`src/rtl/bin2bcd_seq_ctrl.sv`:
```
// Sequential binary-to-BCD converter: one double-dabble step per cycle under a small
// IDLE/CALC/DONE controller, with val/rdy handshakes on both the operand and the result.
module bin2bcd_seq_ctrl #(
   parameter int nbits   = 8,
   parameter int ndigits = 3
) (
   input  logic                   clk,
   input  logic                   reset,
   input  logic                   in_val,
   output logic                   in_rdy,
   input  logic [nbits-1:0]       in_,
   output logic                   out_val,
   input  logic                   out_rdy,
   output logic [4*ndigits-1:0]   out
);

   // Handshake semantics: a transfer happens on a rising edge where val and rdy are both
   // high; rdy never depends combinationally on val, and a producer holds its data
   // stable while val is high and rdy is low.

   function automatic longint pow10(input int n);
      longint p;
      p = 1;
      for (int i = 0; i < n; i++) p = p * 10;
      return p;
   endfunction

   localparam longint P10    = pow10(ndigits);
   localparam longint MAXBIN = (longint'(1) << nbits) - 1;

   if (nbits < 4 || nbits > 16 || P10 <= MAXBIN) begin : g_bad_params
      $error("bin2bcd_seq_ctrl: illegal nbits/ndigits combination");
   end

   localparam int CW = $clog2(nbits + 1);
   localparam int BW = 4 * ndigits;

   typedef enum logic [1:0] {
      IDLE = 2'd0,
      CALC = 2'd1,
      DONE = 2'd2
   } state_t;

   state_t           r_state, w_state_nxt;
   logic [CW-1:0]    r_cnt, w_cnt_nxt;
   logic [nbits-1:0] r_bin, w_bin_nxt, w_bin_step;
   logic [BW-1:0]    r_bcd, w_bcd_nxt, w_bcd_adj, w_bcd_step;
   logic [BW-1:0]    r_out, w_out_nxt;

   // Add-3 on every digit that would reach 10 or more after the doubling shift.
   always_comb begin
      w_bcd_adj = r_bcd;
      for (int k = 0; k < ndigits; k++) begin
         if (r_bcd[4*k +: 4] >= 4'd5) w_bcd_adj[4*k +: 4] = r_bcd[4*k +: 4] + 4'd3;
      end
   end

   assign w_bcd_step = {w_bcd_adj[BW-2:0], r_bin[nbits-1]};
   assign w_bin_step = {r_bin[nbits-2:0], 1'b0};

   assign in_rdy  = (r_state == IDLE) && !reset;
   assign out_val = (r_state == DONE) && !reset;
   assign out     = r_out;

   always_comb begin
      w_state_nxt = r_state;
      w_cnt_nxt   = r_cnt;
      w_bin_nxt   = r_bin;
      w_bcd_nxt   = r_bcd;
      w_out_nxt   = r_out;
      case (r_state)
         IDLE: begin
            if (in_val && in_rdy) begin
               w_bin_nxt   = in_;
               w_bcd_nxt   = '0;
               w_cnt_nxt   = CW'(nbits);
               w_state_nxt = CALC;
            end
         end
         CALC: begin
            w_bin_nxt = w_bin_step;
            w_bcd_nxt = w_bcd_step;
            w_cnt_nxt = r_cnt - 1'b1;
            if (r_cnt == CW'(1)) begin
               w_out_nxt   = w_bcd_step;
               w_state_nxt = DONE;
            end
         end
         DONE: begin
            if (out_rdy) w_state_nxt = IDLE;
         end
         default: w_state_nxt = IDLE;
      endcase
   end

   always_ff @(posedge clk) begin
      if (reset) begin
         r_state <= IDLE;
         r_cnt   <= '0;
         r_bin   <= '0;
         r_bcd   <= '0;
         r_out   <= '0;
      end else begin
         r_state <= w_state_nxt;
         r_cnt   <= w_cnt_nxt;
         r_bin   <= w_bin_nxt;
         r_bcd   <= w_bcd_nxt;
         r_out   <= w_out_nxt;
      end
   end

endmodule

```
`config.mk`:
```
export PLATFORM = sky130hd
export DESIGN_NAME = bin2bcd_seq_ctrl
export DESIGN_NICKNAME = d
export VERILOG_FILES = /design/src/rtl/bin2bcd_seq_ctrl.sv
export SDC_FILE = /design/constraint.sdc
export NUM_CORES = 1
export LEC_CHECK = 0
export ABC_AREA = 1
export CORE_MARGIN = 8
export CORE_UTILIZATION = 48
export DETAILED_ROUTE_END_ITERATION = 8
export GPL_ROUTABILITY_DRIVEN = 0
export HOLD_SLACK_MARGIN = 0.05
export PLACE_DENSITY = 0.74
export SYNTH_ARGS = -nofsm -noshare
export SYNTH_HDL_FRONTEND = slang
export SYNTH_SLANG_ARGS = --single-unit
```
`constraint.sdc`:
```
create_clock -name clk -period 1.3 [get_ports clk]
set_input_delay 0.325 -clock clk [delete_from_list [all_inputs] [get_ports clk]]
set_output_delay 0.325 -clock clk [all_outputs]
set_load 0.01 [all_outputs]
```
; ---- Word-level counts from Yosys, hierarchy flattened
; Index checks and enable logic that the tools add are counted.
[op_classes]
mux = 13
n_reduce_logical = 9
n_lt_le_gt_ge = 3
addsub = 4
n_eq_ne = 6
[op_table]
columns = op, count
row1 = case mux 12 bit (2 select lines), 1
row2 = case mux 8 bit (2 select lines), 1
row3 = >= comparator 4 x 3 -> 1 bit (second input constant), 3
row4 = 2-to-1 mux 12 bit, 1
row5 = 2-to-1 mux 4 bit, 3
row6 = adder 4 x 2 -> 4 bit (second input constant), 2
row7 = 2-to-1 mux 8 bit, 1
row8 = case mux 4 bit (2 select lines), 1
row9 = 2-to-1 mux 2 bit, 3
row10 = case mux 2 bit (3 select lines), 1
row11 = == test 4 x 1 -> 1 bit (second input constant), 1
row12 = inequality test 2 bit (second input constant), 2
row13 = AND reduction 2 bit, 2
row14 = subtractor 4 x 1 -> 4 bit (second input constant), 1
row15 = adder 3 x 2 -> 3 bit (second input constant), 1
row16 = logical AND 1 bit, 3
row17 = 2-to-1 mux 3 bit, 1
row18 = AND reduction 3 bit, 1
row19 = == test 2 x 1 -> 1 bit (second input constant), 1
row20 = == test 2 bit (second input constant), 1
row21 = logical NOT 2 bit, 1
row22 = inequality test 2 x 1 -> 1 bit (second input constant), 1
row23 = nonzero test 2 bit, 1
row24 = logical NOT 1 bit, 1
[word_totals]
in_bits = 12
regBits = 38

; ---- Longest topological paths before layout
; Gate-level depths: netlist (run 1).
[depth]
word_depth = 5
ltp_mapped = 9
depth_no_buf = 9

; ---- Worst setup path after synthesis (run 1)
; No wires, ideal clock.
[synth_timing]
kind = register to register
start = register r_bcd[4]
end = register r_out[5], in the netlist out[5]
slack_ns = 0.077
path_buffers = 0
path_stages_with_launch = 9
period_less_slack_ns = 1.223
arrival_ns = 1.106
cell_sequence = dfxtp_1 > inv_1 > ha_1 > inv_1 > nand2_1 > nand3_1 > nand2_1 > a21oi_1 > nor2_1
[synth_between]
elab_chain_cells = 2
word_cells_on_any_way = 3
classes_between = 1 x add/sub / 1 x order compare / 1 x mux
[synth_rtl]
columns = element, line
row1 = start: declaration, 47  ; logic [BW-1:0] r_bcd, w_bcd_nxt, w_bcd_adj, w_bcd_step;
row2 = start signal: assignment, 107  ; r_bcd <= w_bcd_nxt;
row3 = adder 4 x 2 -> 4 bit / >= comparator 4 x 3 -> 1 bit (equally long branches), 54  ; if (r_bcd[4*k +: 4] >= 4'd5) w_bcd_adj[4*k +: 4] = r_bcd[4*k +: 4] + 4'd3;
row4 = 2-to-1 mux 4 bit (*), 54
row5 = end signal: assignment, 108  ; r_out <= w_out_nxt;
row6 = end: declaration, 48  ; logic [BW-1:0] r_out, w_out_nxt;
; Mark *: on every way between the ends. The rest lies on a longest branch, timed or not.
; A chain may end at the register's enable or synchronous reset.

; ---- Worst setup path after layout (run 1)
[layout_timing]
start = register r_state[0]
end = register r_out[8], in the netlist out[8]
[layout_between]
elab_chain_cells = 2
[layout_rtl]
columns = element, line
row1 = start: declaration, 44  ; state_t r_state, w_state_nxt;
row2 = start signal: assignment, 104  ; r_state <= w_state_nxt;
row3 = == test 2 x 1 -> 1 bit, 71  ; case (r_state)
row4 = AND reduction 2 bit (no source line), --
; Every way passes these cells.

==> results of run 1 <==
registers in the layout, indices dropped and copies added (netlist names):
register and count:
out 12, r_bcd 12, r_cnt 4, r_bin 8, r_state 2
cell usage in the layout, fill, tap and decap left out, types with 4 or more instances in the layout:
master / n
nand3_1: 18
ha_1: 6
nand2_2: 9
dfxtp_1: 33
nand2_1: 56
o21ai_0: 15
o21ai_1: 4
nand4_1: 6
buf_6: 6
clkdlybuf4s50_1: 10
clkbuf_8: 5
o21a_1: 4
buf_4: 17
inv_2: 4
a21oi_2: 5
dfxtp_2: 4
dlygate4sd2_1: 13
a21oi_1: 23
nor2_1: 26
inv_1: 17
through the flow:
step                      instances  total power [uW]  worst slack (ps)  setup TNS, ps  hold WS [ps]
after floorplan                 263              1450              76.6              0           439
after global placement          349              1590              -669         -13850           449
after detailed placement        349              1600              -662         -13750           457
after CTS                       359              2400             -26.2          -38.9           464
after global routing            362              2560             -90.3           -957           489
final                           362              2450             -12.3          -20.8           458
layout make-up:
cell class,count,area [um^2],share of cell area [%]
Timing Repair Buffer,52,504,19.3
Multi-Input combinational cell,191,1080,41.6
Timing Repair inverter,1,7.51,0.288
Clock buffer,7,76.3,2.93
Inverter,25,106,4.08
Sequential cell,38,769,29.5
Tap cell,48,60.1,2.30
worst max-delay path, delay by kind of cell (launching register included):
family                 cells  cell delay (ps)
flip-flops                 1              370
buffers and inverters      5              420
AND/OR/NAND/NOR            5              470
synthesized netlist by cell type (3+ instances only):
cell,instances
a21oi_1,28
buf_2,4
dfxtp_1,38
ha_1,8
inv_1,20
inv_2,4
nand2_1,66
nand3_1,24
nand4_1,6
nor2_1,28
nor3_1,3
o21a_1,4
o21ai_0,19
worst min path at each step:
stage | depth (start not counted) | to
after floorplan | 2 | r_cnt[1]
after global placement | 2 | r_bcd[11]
after detailed placement | 2 | out[7]
after CTS | 2 | out[7]
after global routing | 2 | out[11]
final | 2 | r_cnt[1]
cells by family after synthesis:
group	count (synthesis)	synth area share (%)
buffers and inverters	34	7.86
flip-flops	38	40.9
AND/OR/NAND/NOR	131	31.4
AO/OA/AOI/OAI	52	14.5
adder cells (fa/ha/maj)	8	5.38
layer usage:
layer | routed length, um | part of all wire (%) | track usage (%)
met5 | 0 | 0 | 0
met1 | 2260 | 44 | 18.9
met4 | 112 | 2.2 | 7.78
met2 | 2520 | 49 | 25.4
met3 | 267 | 5.2 | 4.10
power by group through the flow:
| stage | clock, uW | sequential [uW] | combinational (uW) |
|---|---|---|---|
| 3_3_place_gp | 0 | 1260 | 334 |
| 2_1_floorplan | 0 | 1260 | 190 |
| 5_1_grt | 838 | 1240 | 477 |
| 3_5_place_dp | 0 | 1260 | 339 |
| 4_1_cts | 790 | 1240 | 373 |
| 6_report | 768 | 1240 | 437 |
what timing repair did:
action,CTS,global route
setup endpoints to repair,49,32
resized for setup,41,40
gates cloned,1,2
pin swaps,8,11
setup buffers,2,2
==> results.md, run 1 <==
* Status: finished with violations
* Failing checks: setup timing
* Sequential share of power at 50.7%
* Share of layout cells above drive strength 1 at 25.2%
* Combinational fraction of design power at 17.9%
* Number of diodes at 0
* Post-synth EDFFs at 0
* Vias at 1912
* Initial core utilization at 50.5%
* Setup crit start: r_state[0]
* Leakage power at 0.00119 uW
* Hold path start: r_cnt[1]
* FF-to-FF path depth at 10
* Clk_skew at 5.27 ps
* GRT Resource Usage Total at 15.7%
* Setup slack, reg-to-reg at -10 ps
* Worst path required time at 1540 ps
* Buffers added on ports at 25
* Post-synth cell types at 23
* H-tree depth at 2
* Synth Area per Inst at 7.08 um^2
* Grt total ovfl at 0
* DRT Wirelength at 5.17 mm
* RSZ-0062 raised after global routing: yes
* Cell area after synthesis at 1860 um^2
* Critical path capture point type: flip-flop
* Synth Register Bits at 38
* Hold_buf cts at 0
* Fraction of registers with async set or reset after synthesis at 0%
* Net Sw Power at 665 uW
* Critical path's slowest cell: dfxtp_4
* Clock network fraction of design power at 31.4%
* Worst Max-Slew Pin Slew at 256 ps
* Synth Instances at 263
* Internal power at 1780 uW
* Drt first pass iters at 4
* Drt initial violations at 117
* Worst slew margin at 82.9%
* Sw Share at 27.2%
* Sink Count at 38
* Clock-pin slew on the worst setup and hold paths at 70 ps
* Die Height at 78.3 um
* I/O Pins at 26
* Pwr dens at 938 nW/um^2
* Sequence of cells on the critical path: buf_6 -> inv_4 -> nor2_4 -> inv_6 -> nor2_8 -> buf_6 -> nor2_2 -> nor2_1 -> nand2_1 -> inv_1
* Period utilisation layout at 101%
* Final hold violation count at 0
* Number of remaining DRC errors at 0
* Via density at 5.28
* Synthesis warning total at 0
* Row Count at 22
* Initial antenna violation count at 0
* Yosys top cell area share at 40.9%
* Die W at 78.3 um
* Synth area leader: dfxtp_1
* Slowest stage delay, CP at 370 ps
* WL/cell at 14.3 um
* FF-to-FF Start: r_state[0]
* Layout Nets at 334
* Maximum VDD drop at 0.000764 V
* Vias in the first global route at 1747
* Synth area leaders: dfxtp_1 (41%), nand2_1 (13%), a21oi_1 (7.5%)
* CTS Buf Count at 5
* Largest net degree at the start of global routing at 22
* Worst Path Max Fanout at 8
* DP HPWL at 3.07 mm
* Std-Cell Core Area at 3690 um^2
* Endpoints failing setup at 2
* Fmax at 762 MHz
* Crit Path Category: reg2reg
* Die area at 6130 um^2
* Worst r2r dst: out[8]
* End of the critical path: out[8]
* Detail Route Antenna Nets at 0
* Clk buf depth at 2
* Root buffer cell: clkbuf_8
* Main synth FF type: dfxtp_1
* CTS tree: done
* PnR worst setup slack at -12.3 ps
* Crit path arrival time at 1560 ps
* Final core occ at 70.7%
* First-pass GRT wire length at 7.91 mm
* Critical path's most frequent cell: buf_6
* P&R area growth vs syn at 40.1%
* Layout fillers at 324
* CP startpoint kind: flip-flop
* Design area at 2610 um^2
* Final Max Slew Viols at 0
* Skew-Pair Late Insertion Delay at 300 ps
* Worst Hold Class: reg2reg
* Post-Place Cell Area at 2290 um^2
* Syn_nets at 283
* Min Tclk post-route at 1310 ps
* Sequential share of the synthesized area at 40.9%
* Max_cap viols at 0
Note: power is estimated with default switching activity, not from simulation.
==> inputs of run 2 (changes only) <==
--- a/config.mk
+++ b/config.mk
@@ -6,12 +6,13 @@
 export NUM_CORES = 1
 export LEC_CHECK = 0
 export ABC_AREA = 1
-export CORE_MARGIN = 8
-export CORE_UTILIZATION = 48
+export CORE_MARGIN = 2
+export CORE_UTILIZATION = 54
 export DETAILED_ROUTE_END_ITERATION = 8
 export GPL_ROUTABILITY_DRIVEN = 0
 export HOLD_SLACK_MARGIN = 0.05
-export PLACE_DENSITY = 0.74
+export PLACE_DENSITY = 0.79
+export SLEW_MARGIN = 10
 export SYNTH_ARGS = -nofsm -noshare
 export SYNTH_HDL_FRONTEND = slang
 export SYNTH_SLANG_ARGS = --single-unit
==> constraint.sdc (replaced) <==
create_clock -name clk -period 1.32 [get_ports clk]
set_input_delay 0.33 -clock clk [delete_from_list [all_inputs] [get_ports clk]]
set_output_delay 0.33 -clock clk [all_outputs]
set_load 0.01 [all_outputs]
==> results.md, run 2 (synthesized netlist as in run 1, its figures left out) <==
* H-tree depth at 2
* Endpoints failing setup at 25
* Initial antenna violation count at 0
* Most frequent cells in the layout: nand2_1 (62), dfxtp_1 (35), nor2_1 (28), a21oi_1 (21), nand3_1 (21)
* Worst Hold Class: reg2reg
* Vias at 1916
* Initial core utilization at 56.2%
* Design area at 2480 um^2
* Critical path's slowest cell: dfxtp_4
* Worst path required time at 990 ps
* FF-to-FF path depth at 9
* Commonest non-fill, non-tap cell in the layout: nand2_1
* Worst slew margin at 81.2%
* Pwr dens at 915 nW/um^2
* Sw Share at 28.2%
* CP startpoint kind: flip-flop
* Sequence of cells on the critical path: buf_6 -> nor3_2 -> buf_2
* Vias in the first global route at 1755
* DRT Wirelength at 4.58 mm
* DP HPWL at 2.84 mm
* Sink Count at 38
* Worst Path Max Fanout at 2
* Post-Place Cell Area at 2270 um^2
* Clock network fraction of design power at 28.9%
* Std-Cell Core Area at 3310 um^2
* Clock-pin slew on the worst setup and hold paths at 120 ps
* CTS Buf Count at 5
* Critical path capture point type: output port
* Die Height at 62.7 um
* Row Count at 21
* Root buffer cell: clkbuf_4
* Maximum VDD drop at 0.000740 V
* Crit path arrival time at 1090 ps
* Via density at 5.38
* Largest net degree at the start of global routing at 18
* Status: finished with violations
* CTS tree: done
* Crit Path Category: reg2out
* I/O Pins at 26
* Number of diodes at 0
* Worst Max-Slew Pin Slew at 282 ps
* First-pass GRT wire length at 7.59 mm
* Leakage power at 0.00111 uW
* Internal power at 1630 uW
* Drt initial violations at 137
* Min Tclk post-route at 1420 ps
* Period utilisation layout at 108%
* Buffers added on ports at 25
* Skew-Pair Late Insertion Delay at 360 ps
* Slowest stage delay, CP at 380 ps
* Clk_skew at 9.62 ps
* Fmax at 704 MHz
* Share of layout cells above drive strength 1 at 20.0%
* Detail Route Antenna Nets at 0
* Hold depth at 2
* RSZ-0062 raised after global routing: yes
* Die W at 62.7 um
* Final hold violation count at 0
* Combinational fraction of design power at 17.3%
* Max_cap viols at 0
* Net Sw Power at 640 uW
* GRT Resource Usage Total at 24.4%
* Number of remaining DRC errors at 0
* Grt total ovfl at 0
* Post-placement cell count at 345
* Die area at 3930 um^2
* PnR worst setup slack at -101 ps
* Hold_buf cts at 0
* P&R area growth vs syn at 33.2%
* Final Max Slew Viols at 0
* Clk buf depth at 2
* Sequential share of power at 53.8%
* Drt first pass iters at 4
* Cell Count, Final, Fillers Out at 356
* Failing checks: setup timing
* WL/cell at 12.9 um
* Place WS at -673 ps
* Layout Nets at 329
## run 2: cell count changes in the layout (fill, tap and decap cells not counted), sizes merged
cell           before  now
clkinv              0    1
clkbuf              9    8
buf                27   25
clkinvlp            1    0
dlygate4sd2        13    4
clkdlybuf4s15       0    8
## run 2: area by class of cell
type	count	area [um^2]
Timing Repair Buffer	48	449
Inverter	25	114
Multi-Input combinational cell	191	1030
Tap cell	46	57.6
Fill cell	260	831
Clock buffer	7	55.1
Clock inverter	1	5.00
Sequential cell	38	769
## run 2: power groups by stage
stage / Clock [uW] / Sequential, uW / Combinational (uW)
floorplan: 0 / 1240 / 187
global placement: 0 / 1240 / 319
detailed placement: 0 / 1240 / 323
CTS: 650 / 1220 / 373
global route: 712 / 1220 / 434
finish: 656 / 1220 / 393
## run 2: final timing paths
| check | start | endpoint | slack, ps |
|---|---|---|---|
| worst min-delay path | r_bin[0] | r_bin[0] | 470 |
| worst max-delay path | r_state[0] | out_val | -100 |
| worst min register to register | r_bin[0] | r_bin[0] | 470 |
| worst max register to register | r_state[0] | r_cnt[3] | -90 |
## run 2: metrics by stage
step / hold WS, ps / util (%) / setup TNS (ps) / power [uW]
after floorplan: 439 / - / 0 / 1430
after global placement: 449 / 68.6 / -12940 / 1560
after detailed placement: 454 / 68.6 / -13740 / 1570
after CTS: 470 / 73.1 / -900 / 2240
after global routing: 504 / 74.9 / -4110 / 2370
final: 470 / 74.9 / -1330 / 2270
## run 2: what timing repair did
item                       4_1_cts  5_1_grt
pin swaps                       15        2
gates resized for setup         56       29
setup buffers                    2        0
gates cloned                     1        0
hold endpoints to repair         0        0
setup endpoints to repair       41       49
## run 2: worst max-delay path: cells and delay by family, from the launching register on
family        cells  cell delay, ps
buf+inv           2             270
flops             1             380
simple gates      1              80
## run 2: metal layers
layer  track usage [%]  wire [um]
met5                 0          0
met4              9.17         61
met3              4.32        234
met2              44.1       2280
met1              28.5       2010
==> inputs of run 3 (changes only) <==
--- a/config.mk
+++ b/config.mk
@@ -7,11 +7,11 @@
 export LEC_CHECK = 0
 export ABC_AREA = 1
 export CORE_MARGIN = 2
-export CORE_UTILIZATION = 54
+export CORE_UTILIZATION = 45
 export DETAILED_ROUTE_END_ITERATION = 8
 export GPL_ROUTABILITY_DRIVEN = 0
 export HOLD_SLACK_MARGIN = 0.05
-export PLACE_DENSITY = 0.79
+export PLACE_DENSITY = 0.68
 export SLEW_MARGIN = 10
 export SYNTH_ARGS = -nofsm -noshare
 export SYNTH_HDL_FRONTEND = slang
==> results.md, run 3 (synthesized netlist as in run 1, its figures left out) <==
* Worst slew margin at 84.5%
* Layout Nets at 331
* Drt first pass iters at 4
* Period utilisation layout at 100%
* Leakage power at 0.00116 uW
* Largest net degree at the start of global routing at 21
* RSZ-0062 raised after global routing: yes
* WL met2 at 2.05 mm
* First-pass GRT wire length at 7.58 mm
* Endpoints failing setup at 0
* Detail Route Antenna Nets at 0
* Initial core utilization at 46.5%
* CTS tree: done
* Status: finished, final reports clean
* Max_cap viols at 0
* Clk buf depth at 2
* Grt total ovfl at 0
* Number of diodes at 0
* Hold path start: r_bin[0]
* Hold depth at 2
* Crit path arrival time at 1560 ps
* Critical path capture point type: flip-flop
* Worst Path Max Fanout at 7
* Buffers added on ports at 25
* Root buffer cell: clkbuf_8
* Drt initial violations at 131
* H-tree depth at 2
* Fmax at 758 MHz
* GRT Resource Usage Total at 22.0%
* Setup slack, reg-to-reg at 0.04 ps
* Routed wl met3 at 190 um
* Final hold violation count at 0
* Maximum VDD drop at 0.000731 V
* Post-Place Cell Area at 2290 um^2
* Vias in the first global route at 1732
* Skew-Pair Late Insertion Delay at 300 ps
* Met1 wire length at 2.05 mm
* Design area at 2490 um^2
* Via density at 5.05
* DRT Wirelength at 4.36 mm
* Pwr dens at 1020 nW/um^2
* Share of layout cells above drive strength 1 at 21.8%
* Worst r2r dst: out[4]
* Number of remaining DRC errors at 0
* Clock-pin slew on the worst setup and hold paths at 70 ps
* Crit Path Category: reg2reg
* Hold EP: r_bin[0]
* Sequential share of power at 47.9%
* Final Max Slew Viols at 0
* Clock network fraction of design power at 38.3%
* I/O Pins at 26
* Row Count at 23
* FF-to-FF Start: r_state[0]
* Vias at 1827
* Std-Cell Core Area at 4000 um^2
* Die area at 4670 um^2
* Place WS at -638 ps
* Die Height at 68.3 um
* P&R area growth vs syn at 33.5%
* Combinational fraction of design power at 13.8%
* Hold_buf cts at 0
* Sw Share at 25.2%
* Internal power at 1910 uW
* DP HPWL at 2.94 mm
* Worst Max-Slew Pin Slew at 233 ps
* Worst Hold Class: reg2reg
* Sink Count at 38
* Top routing layer used: met4
* WL/cell at 12.0 um
* Clk_skew at 5.37 ps
* Net Sw Power at 642 uW
* PnR worst setup slack at 0.0436 ps
* Total Power at 2550 uW
* Commonest non-fill, non-tap cell in the layout: nand2_1
* Initial antenna violation count at 0
* CTS Buf Count at 5
* Worst path required time at 1560 ps
* FF-to-FF path depth at 10
* CP startpoint kind: flip-flop
* Die W at 68.3 um
* Min Tclk post-route at 1320 ps
* Most frequent cells in the layout: nand2_1 (60), dfxtp_1 (33), nor2_1 (28), a21oi_1 (24), buf_4 (22)
## run 3: cell count changes in the layout (fill, tap and decap cells not counted), moves of 3 or more
cell	delta
dfxtp_2	+4
buf_4	+9
clkbuf_4	-5
o21ai_0	+5
clkbuf_8	+4
clkdlybuf4s15_1	-8
buf_6	-6
a21oi_1	+3
a21oi_2	-3
o21ai_1	-6
nand2_2	+3
dlygate4sd2_1	+9
## run 3: stage by stage
stage | TNS (ps) | hold slack [ps] | utilization (%) | cells
after CTS | 0 | 465 | 60.8 | 362
after global routing | -1190 | 487 | 62.2 | 362
after detailed placement | -10900 | 453 | 57.2 | 351
after global placement | -10590 | 449 | 57.2 | 351
final | 0 | 462 | 62.2 | 362
after floorplan | 0 | 439 | - | 263
## run 3: worst max path at each step
stage	from	endpoint	slack (ps)	cells past startpoint
CTS	r_bcd[5]	out[6]	0.8	8
global placement	reset	in_rdy	-570	3
global route	r_state[0]	out[4]	-120	10
detailed placement	reset	in_rdy	-640	3
floorplan	r_bcd[4]	out[5]	100	8
finish	r_state[0]	out[4]	0.04	10
## run 3: area by class of cell
cell class                 instances  area, um^2
timing repair buffer              50         423
inverter                          25         101
clock inverter                     3        40.0
sequential                        38         767
tap                               50        62.6
fill                             384        1510
clock buffer                       5        68.8
multi-input combinational        191        1020
## run 3: repair_timing
item,CTS,global route
pin swaps,2,3
setup buffers,3,0
setup endpoints to repair,38,31
gates cloned,0,0
resized for setup,33,22
## run 3: worst max-delay path, stage by stage (launching register included)
cell     delay, ps
dfxtp_2        360
buf_4          120
inv_2           50
nor2_4         120
inv_4           90
nor2_8         160
buf_6          140
nor2_1          40
nor2_1          80
nand2_1         50
inv_1           50
## run 3: per-layer routing
layer / up-vias / track usage, %
li1: 953 / -
met1: 831 / 26.9
met4: 0 / 9.25
met2: 37 / 36.4
met5: - / 0
met3: 6 / 5.76
## run 3: power by group through the flow
stage	Sequential, uW	Combinational [uW]	Clock [uW]
final	1220	352	976
after global routing	1230	397	1060
after CTS	1220	344	1010
after detailed placement	1240	331	0
after global placement	1240	328	0
after floorplan	1240	187	0
